## config.mk

```make
export PLATFORM = sky130hd
export DESIGN_NAME = alu_muldiv_flat
export DESIGN_NICKNAME = d
export VERILOG_FILES = /design/src/rtl/muldiv_pkg.sv /design/src/rtl/alu_muldiv_if.sv /design/src/rtl/alu_muldiv.sv /design/src/flat_wrapper.sv
export SDC_FILE = /design/constraint.sdc
export NUM_CORES = 1
export LEC_CHECK = 0
export ABC_AREA = 1
export BUFFER_PORTS_ARGS = -buffer_cell sky130_fd_sc_hd__buf_2
export CAP_MARGIN = 20
export CORE_ASPECT_RATIO = 0.8
export CORE_MARGIN = 2
export CORE_UTILIZATION = 36
export DETAILED_ROUTE_END_ITERATION = 8
export PLACE_DENSITY = 0.62
export SYNTH_ARGS = -nofsm -noshare
export SYNTH_HDL_FRONTEND = slang
export SYNTH_SLANG_ARGS = --single-unit
```

## constraint.sdc

```tcl
create_clock -name clk -period 5.7 [get_ports clk]
set_input_delay 0.57 -clock clk [delete_from_list [all_inputs] [get_ports clk]]
set_output_delay 0.57 -clock clk [all_outputs]
set_load 0.02 [all_outputs]
```

## src/rtl/muldiv_pkg.sv

```systemverilog
// Shared types for the iterative RV32M multiply/divide unit.
// Holds the funct3 operation encoding, the control FSM state encoding and
// small decode helpers used by the datapath.
package muldiv_pkg;

    localparam int unsigned OP_W = 3;

    typedef enum logic [OP_W-1:0] {
        OP_MUL    = 3'b000,
        OP_MULH   = 3'b001,
        OP_MULHSU = 3'b010,
        OP_MULHU  = 3'b011,
        OP_DIV    = 3'b100,
        OP_DIVU   = 3'b101,
        OP_REM    = 3'b110,
        OP_REMU   = 3'b111
    } muldiv_op_e;

    typedef enum logic [1:0] {
        ST_IDLE = 2'd0,
        ST_CALC = 2'd1,
        ST_FIX  = 2'd2,
        ST_DONE = 2'd3
    } muldiv_state_e;

    // funct3[2] separates the divide group from the multiply group
    function automatic logic is_div_op(input muldiv_op_e op);
        return op[2];
    endfunction

    // rs1 is treated as signed
    function automatic logic is_signed_op(input muldiv_op_e op);
        return (op == OP_MULH) || (op == OP_MULHSU) || (op == OP_DIV) || (op == OP_REM);
    endfunction

    // rs2 is treated as signed (mulhsu keeps rs2 unsigned)
    function automatic logic is_signed_b(input muldiv_op_e op);
        return (op == OP_MULH) || (op == OP_DIV) || (op == OP_REM);
    endfunction

endpackage

```

## src/rtl/alu_muldiv_if.sv

```systemverilog
// Request/response bundle between the execute-stage controller and the
// multiply/divide unit.
//   start/flush/op/a/b : controller -> unit
//   result/busy/done   : unit -> controller
interface alu_muldiv_if #(
    parameter int unsigned XLEN = 32
);
    logic                          start;
    logic                          flush;
    logic [muldiv_pkg::OP_W-1:0]   op;
    logic [XLEN-1:0]               a;
    logic [XLEN-1:0]               b;
    logic [XLEN-1:0]               result;
    logic                          busy;
    logic                          done;

    modport master (
        output start, flush, op, a, b,
        input  result, busy, done
    );

    modport slave (
        input  start, flush, op, a, b,
        output result, busy, done
    );
endinterface

```

## src/rtl/alu_muldiv.sv

```systemverilog
// Iterative RV32M multiply/divide unit, one result bit per cycle.
// Ports:
//   clk    : rising-edge clock
//   reset  : asynchronous active-high reset
//   bus    : slave side of alu_muldiv_if (start/flush/op/a/b in,
//            result/busy/done out, all outputs registered)
// Multiply is shift-add over {acc,lo}; divide is restoring division over
// {acc=remainder, lo=quotient}. Signs are stripped on entry and restored in FIX.
module alu_muldiv
    import muldiv_pkg::*;
#(
    parameter int unsigned XLEN = 32
) (
    input  logic        clk,
    input  logic        reset,
    alu_muldiv_if.slave bus
);

    localparam int unsigned CNT_W = $clog2(XLEN) + 1;
    localparam logic [XLEN-1:0] MIN_NEG = {1'b1, {(XLEN-1){1'b0}}};

    muldiv_state_e   state_q, state_d;
    logic [CNT_W-1:0] cnt_q, cnt_d;
    muldiv_op_e      op_q, op_d;
    logic [XLEN-1:0] acc_q, acc_d;
    logic [XLEN-1:0] lo_q, lo_d;
    logic [XLEN-1:0] opnd_q, opnd_d;
    logic            neg_a_q, neg_a_d;
    logic            neg_b_q, neg_b_d;
    logic [XLEN-1:0] result_q, result_d;
    logic            busy_q, busy_d;
    logic            done_q, done_d;

    muldiv_op_e      op_in;
    logic            neg_a_in, neg_b_in;
    logic            div_zero, div_ovf;
    logic [XLEN:0]   mul_sum;
    logic [XLEN:0]   div_shift;
    logic [XLEN:0]   div_trial;
    logic [2*XLEN-1:0] prod_fix;
    logic [XLEN-1:0] quot_fix, rem_fix;

    function automatic logic [XLEN-1:0] mag(input logic [XLEN-1:0] x, input logic neg);
        return neg ? (-x) : x;
    endfunction

    // State and datapath registers
    always_ff @(posedge clk or posedge reset) begin
        if (reset) begin
            state_q  <= ST_IDLE;
            cnt_q    <= '0;
            op_q     <= OP_MUL;
            acc_q    <= '0;
            lo_q     <= '0;
            opnd_q   <= '0;
            neg_a_q  <= 1'b0;
            neg_b_q  <= 1'b0;
            result_q <= '0;
            busy_q   <= 1'b0;
            done_q   <= 1'b0;
        end else begin
            state_q  <= state_d;
            cnt_q    <= cnt_d;
            op_q     <= op_d;
            acc_q    <= acc_d;
            lo_q     <= lo_d;
            opnd_q   <= opnd_d;
            neg_a_q  <= neg_a_d;
            neg_b_q  <= neg_b_d;
            result_q <= result_d;
            busy_q   <= busy_d;
            done_q   <= done_d;
        end
    end

    // Next-state, datapath step and output decode
    always_comb begin
        state_d  = state_q;
        cnt_d    = cnt_q;
        op_d     = op_q;
        acc_d    = acc_q;
        lo_d     = lo_q;
        opnd_d   = opnd_q;
        neg_a_d  = neg_a_q;
        neg_b_d  = neg_b_q;
        result_d = result_q;

        op_in    = muldiv_op_e'(bus.op);
        neg_a_in = is_signed_op(op_in) && bus.a[XLEN-1];
        neg_b_in = is_signed_b(op_in) && bus.b[XLEN-1];
        div_zero = is_div_op(op_in) && (bus.b == '0);
        div_ovf  = is_div_op(op_in) && is_signed_op(op_in)
                   && (bus.a == MIN_NEG) && (bus.b == '1);

        mul_sum   = {1'b0, acc_q} + (lo_q[0] ? {1'b0, opnd_q} : '0);
        div_shift = {acc_q, lo_q[XLEN-1]};
        div_trial = div_shift - {1'b0, opnd_q};

        prod_fix = (neg_a_q ^ neg_b_q) ? (-{acc_q, lo_q}) : {acc_q, lo_q};
        quot_fix = (neg_a_q ^ neg_b_q) ? (-lo_q) : lo_q;
        // remainder follows the sign of the dividend
        rem_fix  = neg_a_q ? (-acc_q) : acc_q;

        if (bus.flush) begin
            state_d = ST_IDLE;
        end else begin
            case (state_q)
                ST_IDLE, ST_DONE: begin
                    state_d = ST_IDLE;
                    if (bus.start) begin
                        op_d    = op_in;
                        neg_a_d = neg_a_in;
                        neg_b_d = neg_b_in;
                        if (div_zero) begin
                            // op_in[1] selects rem/remu within the divide group
                            result_d = op_in[1] ? bus.a : '1;
                            state_d  = ST_DONE;
                        end else if (div_ovf) begin
                            result_d = op_in[1] ? '0 : bus.a;
                            state_d  = ST_DONE;
                        end else begin
                            state_d = ST_CALC;
                            cnt_d   = CNT_W'(XLEN);
                            acc_d   = '0;
                            if (is_div_op(op_in)) begin
                                lo_d   = mag(bus.a, neg_a_in);
                                opnd_d = mag(bus.b, neg_b_in);
                            end else begin
                                lo_d   = mag(bus.b, neg_b_in);
                                opnd_d = mag(bus.a, neg_a_in);
                            end
                        end
                    end
                end
                ST_CALC: begin
                    cnt_d = cnt_q - CNT_W'(1);
                    if (is_div_op(op_q)) begin
                        // keep the trial difference only when it did not borrow
                        if (!div_trial[XLEN]) begin
                            acc_d = div_trial[XLEN-1:0];
                            lo_d  = {lo_q[XLEN-2:0], 1'b1};
                        end else begin
                            acc_d = div_shift[XLEN-1:0];
                            lo_d  = {lo_q[XLEN-2:0], 1'b0};
                        end
                    end else begin
                        acc_d = mul_sum[XLEN:1];
                        lo_d  = {mul_sum[0], lo_q[XLEN-1:1]};
                    end
                    if (cnt_q == CNT_W'(1)) begin
                        state_d = ST_FIX;
                    end
                end
                ST_FIX: begin
                    if (is_div_op(op_q)) begin
                        result_d = op_q[1] ? rem_fix : quot_fix;
                    end else if (op_q == OP_MUL) begin
                        result_d = prod_fix[XLEN-1:0];
                    end else begin
                        result_d = prod_fix[2*XLEN-1:XLEN];
                    end
                    state_d = ST_DONE;
                end
                default: begin
                    state_d = ST_IDLE;
                end
            endcase
        end

        busy_d = (state_d == ST_CALC) || (state_d == ST_FIX);
        done_d = (state_d == ST_DONE);
    end

    assign bus.result = result_q;
    assign bus.busy   = busy_q;
    assign bus.done   = done_q;

endmodule

```

## src/flat_wrapper.sv

```systemverilog
// flat-port wrapper written by rule: the top's interface ports become plain ports
module alu_muldiv_flat import muldiv_pkg::*;
#(
    parameter int unsigned XLEN = 32
)
  (clk, reset, bus_start, bus_flush, bus_op, bus_a, bus_b, bus_result, bus_busy, bus_done);
  alu_muldiv_if #(.XLEN(XLEN)) bus_i ();
  input  logic clk;
  input  logic reset;
  input wire logic [$bits(bus_i.start)-1:0] bus_start;
  input wire logic [$bits(bus_i.flush)-1:0] bus_flush;
  input wire logic [$bits(bus_i.op)-1:0] bus_op;
  input wire logic [$bits(bus_i.a)-1:0] bus_a;
  input wire logic [$bits(bus_i.b)-1:0] bus_b;
  output wire logic [$bits(bus_i.result)-1:0] bus_result;
  output wire logic [$bits(bus_i.busy)-1:0] bus_busy;
  output wire logic [$bits(bus_i.done)-1:0] bus_done;
  assign bus_i.start = bus_start;
  assign bus_i.flush = bus_flush;
  assign bus_i.op = bus_op;
  assign bus_i.a = bus_a;
  assign bus_i.b = bus_b;
  assign bus_result = bus_i.result;
  assign bus_busy = bus_i.busy;
  assign bus_done = bus_i.done;
  alu_muldiv #(.XLEN(XLEN)) u_core (.clk(clk), .reset(reset), .bus(bus_i));
endmodule
```

=== Word level (Yosys, flattened, before mapping) ===
Cells that the tools add are included.

* Bits in registers: 143
* Logic and storage cells: 101

* Add/subtract/negate cells: 8
* Equality and inequality tests: 17
* Muxes and demuxes: 39
* Bitwise logic cells: 4
* Reduce and logical (&&, ||, !) cells: 22

{| class="wikitable"
|+ Operators with widths
! cell !! number
|-
| 2-to-1 mux 32 bit || 24
|-
| case mux 32 bit (2 select lines) || 3
|-
| negator 32 bit || 4
|-
| equality test 32 bit (second input constant) || 2
|-
| 2-to-1 mux 64 bit || 1
|-
| negator 64 bit || 1
|-
| adder 32 x 33 -> 33 bit || 1
|-
| subtractor 33 x 32 -> 33 bit || 1
|-
| logical NOT 32 bit || 1
|-
| 2-to-1 mux 6 bit || 3
|-
| case mux 6 bit (2 select lines) || 1
|-
| 2-to-1 mux 2 bit || 5
|-
| AND reduction 5 bit || 2
|-
| equality test 2 bit (second input constant) || 4
|-
| equality test 3 bit (second input constant) || 2
|-
| equality test 6 x 1 -> 1 bit (second input constant) || 1
|-
| logical AND 1 bit || 6
|-
| logical OR 1 bit || 6
|-
| inequality test 2 bit (second input constant) || 3
|-
| case mux 2 bit (3 select lines) || 1
|-
| subtractor 6 x 1 -> 6 bit (second input constant) || 1
|-
| equality test 2 x 1 -> 1 bit (second input constant) || 2
|-
| AND reduction 4 bit || 1
|-
| nonzero test 2 bit || 2
|-
| 10 further kinds || 12
|}

=== Logic depth before layout (Yosys ltp) ===
* Depth in word-level cells: 14
* Mapped depth: 20
* Mapped depth without buffers: 19

=== Worst setup path after synthesis ===
Ideal clock, no wire load.

* Path type: flip-flop to flip-flop
* Start: register u_core.lo_q[0]
* End: register u_core.acc_q[29]
* Setup time: 0.116 ns
* Arrival time: 2.514 ns
* Path slack: 3.070 ns
* Stages on the path, launching flop included: 20
* Buffers on the path: 2
* Period minus slack after synthesis: 2.630 ns
* Cell sequence: dfrtp_1 > buf_2 > buf_1 > nand2_1 > inv_1 > ha_1 > inv_1 > fa_1 > o21ai_0 > nand2_1 > nand2_1 > nand2_1 > nand2_1 > nand2_1 > nand3_1 > nand2_1 > nor2_1 > nor2_1 > nand2_1 > nand2_1

* Cells in the longest elaborated chain, start to end: 4

{| class="wikitable"
|+ RTL lines
! what !! line !! RTL
|-
| from (decl) || alu_muldiv.sv:26 || <nowiki>logic [XLEN-1:0] lo_q, lo_d;</nowiki>
|-
| from (signal assigned) || alu_muldiv.sv:66 || <nowiki>lo_q <= lo_d;</nowiki>
|-
| 2-to-1 mux 32 bit || alu_muldiv.sv:95 || <nowiki>mul_sum = {1'b0, acc_q} + (lo_q[0] ? {1'b0, opnd_q} : '0);</nowiki>
|-
| adder 32 x 33 -> 33 bit || alu_muldiv.sv:95 ||
|-
| 2-to-1 mux 32 bit || alu_muldiv.sv:137 || <nowiki>if (is_div_op(op_q)) begin</nowiki>
|-
| case mux 32 bit (2 select lines) || alu_muldiv.sv:107 || <nowiki>case (state_q)</nowiki>
|-
| to (signal assigned) || alu_muldiv.sv:53 || <nowiki>acc_q <= '0;</nowiki>
|-
| to (signal assigned) || alu_muldiv.sv:65 || <nowiki>acc_q <= acc_d;</nowiki>
|-
| to (decl) || alu_muldiv.sv:25 || <nowiki>logic [XLEN-1:0] acc_q, acc_d;</nowiki>
|}

Every way passes these cells.
A chain may end at the register's enable or synchronous reset.

=== Worst setup path after layout ===
* Start: register u_core.acc_q[0]
* End: register u_core.acc_q[24]

* Cells in the longest elaborated chain, start to end: 4
* Elaborated cells between the ends (all ways): 5
* Classes of those cells: 2 x add/sub; 3 x mux

{| class="wikitable"
|+ RTL lines
! what !! line !! RTL
|-
| subtractor 33 x 32 -> 33 bit || alu_muldiv.sv:97 || <nowiki>div_trial = div_shift - {1'b0, opnd_q};</nowiki>
|-
| 2-to-1 mux 32 bit || alu_muldiv.sv:139 || <nowiki>if (!div_trial[XLEN]) begin</nowiki>
|-
| 2-to-1 mux 32 bit (*) || alu_muldiv.sv:137 ||
|-
| case mux 32 bit (2 select lines) (*) || alu_muldiv.sv:107 ||
|}

Mark *: on every way between the ends. The rest lies on a longest branch, timed or not.

==> metrics.md <==
| Metric | Value |
|---|---|
| Post-synth top cells | `nand2_1, inv_1, nand3_1` |
| Clock Tree Buf Depth | `2` |
| Worst-path cell chain | `inv_1 > fa_1 > inv_1 > nand2_1 > nand2_1 > nand3_1 > nand2_1 > nand2_1 > nand2_1 > nand2_1 > nand2_1 > nand2_1 > nand2_2 > nand3_1 > nand3_1 > nand2_1 > nand2_1` |
| Max Used Layer | `met4` |
| CP dominant cell by count | `nand2_1` |
| Fin util | `39.3%` |
| Flop2flop setup slack | `1960 ps` |
| Die ar. | `54900 um^2` |
| Maxcap violations | `0` |
| Routed met3 length | `11500 um` |
| Tot Pwr | `13.0 mW` |
| Worst stage delay on the critical path | `610 ps` |
| Top-area cell type share of the netlist area | `25.2%` |
| Worst Setup Path Type | `reg2reg` |
| Req. time, crit path | `6090 ps` |
| Number of global-route vias before repair | `20200` |
| # hold bufs at CTS | `0` |
| Vias per Instance | `5.57` |
| Worst r2r path cells | `17` |
| Metal2 WL | `32700 um` |
| Mapped cell area | `19100 um^2` |
| Gate Count Post-Synth | `3514` |
| Worst slew pin tran | `1060 ps` |
| Post-synthesis mux area share | `0%` |
| DRT iter0 DRCs | `3301` |
| Starting Density | `36.4%` |
| CTS tree | `done` |
| Hold Crit Class | `in2async` |
| Worst r2r src | `u_core.acc_q[0]` |
| Cell with the most instances after synthesis | `nand2_1` |
| Final setup fails | `0` |
| RSZ-0062 raised after global routing | `no` |
| Max-slew violations | `0` |
| #FFs+latches synth | `143` |
| Worst-Skew Late Latency | `470 ps` |
| First-pass GRT wire length | `128000 um` |
| Endpoint class of the critical path | `flip-flop` |
| Die X | `262 um` |
| Final #Nets | `3674` |
| Most used DFF post-synth | `dfrtp_1` |
| Post-route ant nets | `0` |
| Avg WL per Cell | `20.4 um` |
| Cts bufs inserted | `17` |
| Pre-CTS setup slack | `1960 ps` |
| Xor and xnor area share after synthesis | `3.44%` |
| Static Leak | `11.1 nW` |
| Clock Skew | `14.2 ps` |
| Routed wire length | `86400 um` |
| Fraction of layout cells with a size suffix above 1 | `6.42%` |
| Largest family of logic cells by synthesized area | `simple AND/OR/NAND/NOR gates` |
| Synth top area cells | `nand2_1, dfrtp_1, nand3_1` |
| Clock Pin Slew Worst Setup and Hold Paths | `70 ps` |
| Synth Area in Compound Gates | `13.5%` |
| Core ar. | `52500 um^2` |
| CP arrival | `4130 ps` |
| Largest net degree at the start of global routing | `87` |
| Fmax | `0.268 GHz` |
| Critical path buffers and inverters | `2` |
| R2R Path End | `u_core.acc_q[24]` |
| Synth async-reset ratio | `100%` |
| Post-synthesis sequential area ratio | `18.7%` |
| Family with the most delay on the worst path | `simple AND/OR/NAND/NOR gates` |
| Routability cong. | `1.06` |
| Status | `finished, final reports clean` |
| # DRC | `0` |
| Crit path launch type | `flip-flop` |
| Final std cells w/o fill | `4232` |
| Post-CTS Resized | `0` |
| Ports | `105` |
| PD cells | `632 nW/um^2` |
| Dpl cells | `4201` |
| Slowest-stage cell, CP | `nand2_2` |
| Initial DRT Pass Iterations | `6` |
| Synth cell types | `44` |
| Hold Vio Cnt, Final | `0` |
| Dpl hpwl | `68800 um` |
| Root Driver | `clkbuf_16` |
| Total Routing Usage GR | `31.1%` |
| CTS sink cnt | `143` |
| Post-synth top area cell | `nand2_1` |
| Setup Buffers After CTS | `0` |
| Fin Hold WS | `45.3 ps` |
| Post-synth EDFFs | `0` |
| Period Utilization, post-route | `65.5%` |
| Final setup TNS | `0 ps` |
| # H-tree levels | `4` |
| Crit Path Max Fanout | `33` |
| Synth warnings | `0` |
| Area delta synth->final | `8.04%` |
| Met1 Routed Length | `39800 um` |
| Rows | `75` |
| Post-Synthesis Mean Instance Area | `5.43 um^2` |
| Slew Limit Headroom | `29.6%` |
| Simple-Gate Fraction of Synth Area | `47.2%` |
| Placed Area | `20100 um^2` |
| DR vias | `23600` |
| Buffers on Ports | `104` |
| Design area | `20600 um^2` |
| Min cycle time layout | `3740 ps` |
| Antenna violations before repair | `0` |
| Peak supply drop | `0.000287 V` |
| Total gr overflow | `0` |
| Adder and majority gate portion of the synthesized area | `5.06%` |
| Post-route setup slack | `1960 ps` |
| Die H | `210 um` |
| Net Count, Synth | `3661` |
==> final cells by class <==
class                   instances  area, um^2
diodes                          1        2.50
clock buffers                  21         470
clock inverters                 9        85.1
fillers                      5941       31800
inverters                     447        1680
multi-input cells            2792       13200
flip-flops and latches        143        3580
well taps                     693         867
repair buffers                126         726
==> worst max path at each step <==
stage	start	end	slack, ps	cells past startpoint
after global placement	bus_op[2]	u_core.cnt_q[5]	1960	14
after CTS	u_core.acc_q[0]	u_core.acc_q[24]	2190	17
final	u_core.acc_q[0]	u_core.acc_q[24]	1960	17
after detailed placement	bus_op[2]	u_core.cnt_q[5]	1960	14
after global routing	u_core.acc_q[0]	u_core.acc_q[24]	1760	17
after floorplan	reset	u_core.acc_q[0]	1290	1
==> cells by family after synthesis <==
| family | Yosys count |
|---|---|
| simple gates | 2169 |
| buf+inv | 579 |
| compound gates | 472 |
| flops | 143 |
| fa+ha+maj | 76 |
| xor+xnor | 75 |
==> placed cells by master, fill, tap and decap left out, drive strengths merged, types with 2 or more instances in the layout <==
master / count
nand2: 1289
inv: 448
nand3: 431
nor2: 360
o21ai: 234
a21oi: 172
dfrtp: 143
buf: 126
ha: 74
xor2: 59
o211ai: 39
nand4: 30
nor3: 23
clkbuf: 21
nand3b: 19
xnor2: 16
o21bai: 9
or2: 6
o31ai: 5
and3: 4
a21o: 4
and2: 4
clkinv: 4
nor4: 3
o21a: 3
clkinvlp: 3
o22ai: 3
fa: 2
==> worst reg2reg max path, cell delays in order (launching register included) <==
cell and delay, ps:
dfrtp_1 520, inv_1 240, fa_1 470, inv_1 70, nand2_1 40, nand2_1 160
nand3_1 130, nand2_1 180, nand2_1 70, nand2_1 130, nand2_1 130, nand2_1 110
nand2_1 90, nand2_2 610, nand3_1 420, nand3_1 160, nand2_1 70, nand2_1 60
==> flip-flops by register name, summed over array words and instances (netlist names) <==
name,count
u_core.state_q,2
u_core.bus.result,32
u_core.acc_q,32
u_core.opnd_q,32
u_core.neg_b_q,1
u_core.neg_a_q,1
u_core.lo_q,32
u_core.cnt_q,6
u_core.bus.busy,1
u_core.bus.done,1
u_core.op_q,3
==> where the power goes <==
part	leakage [nW]	internal, mW	total (mW)	switching (mW)
Sequential	1.84	1.45	2.38	0.936
Combinational	9.04	2.78	9.54	6.75
Clock	0.268	0.629	1.12	0.495
==> metal layers <==
layer / GRT usage, % / vias to the layer above
met5: 0 / -
met4: 9.25 / 0
met3: 6.77 / 104
met2: 40.6 / 1431
met1: 49.3 / 10800
li1: - / 11200
Power figures use the tool's default switching activity.
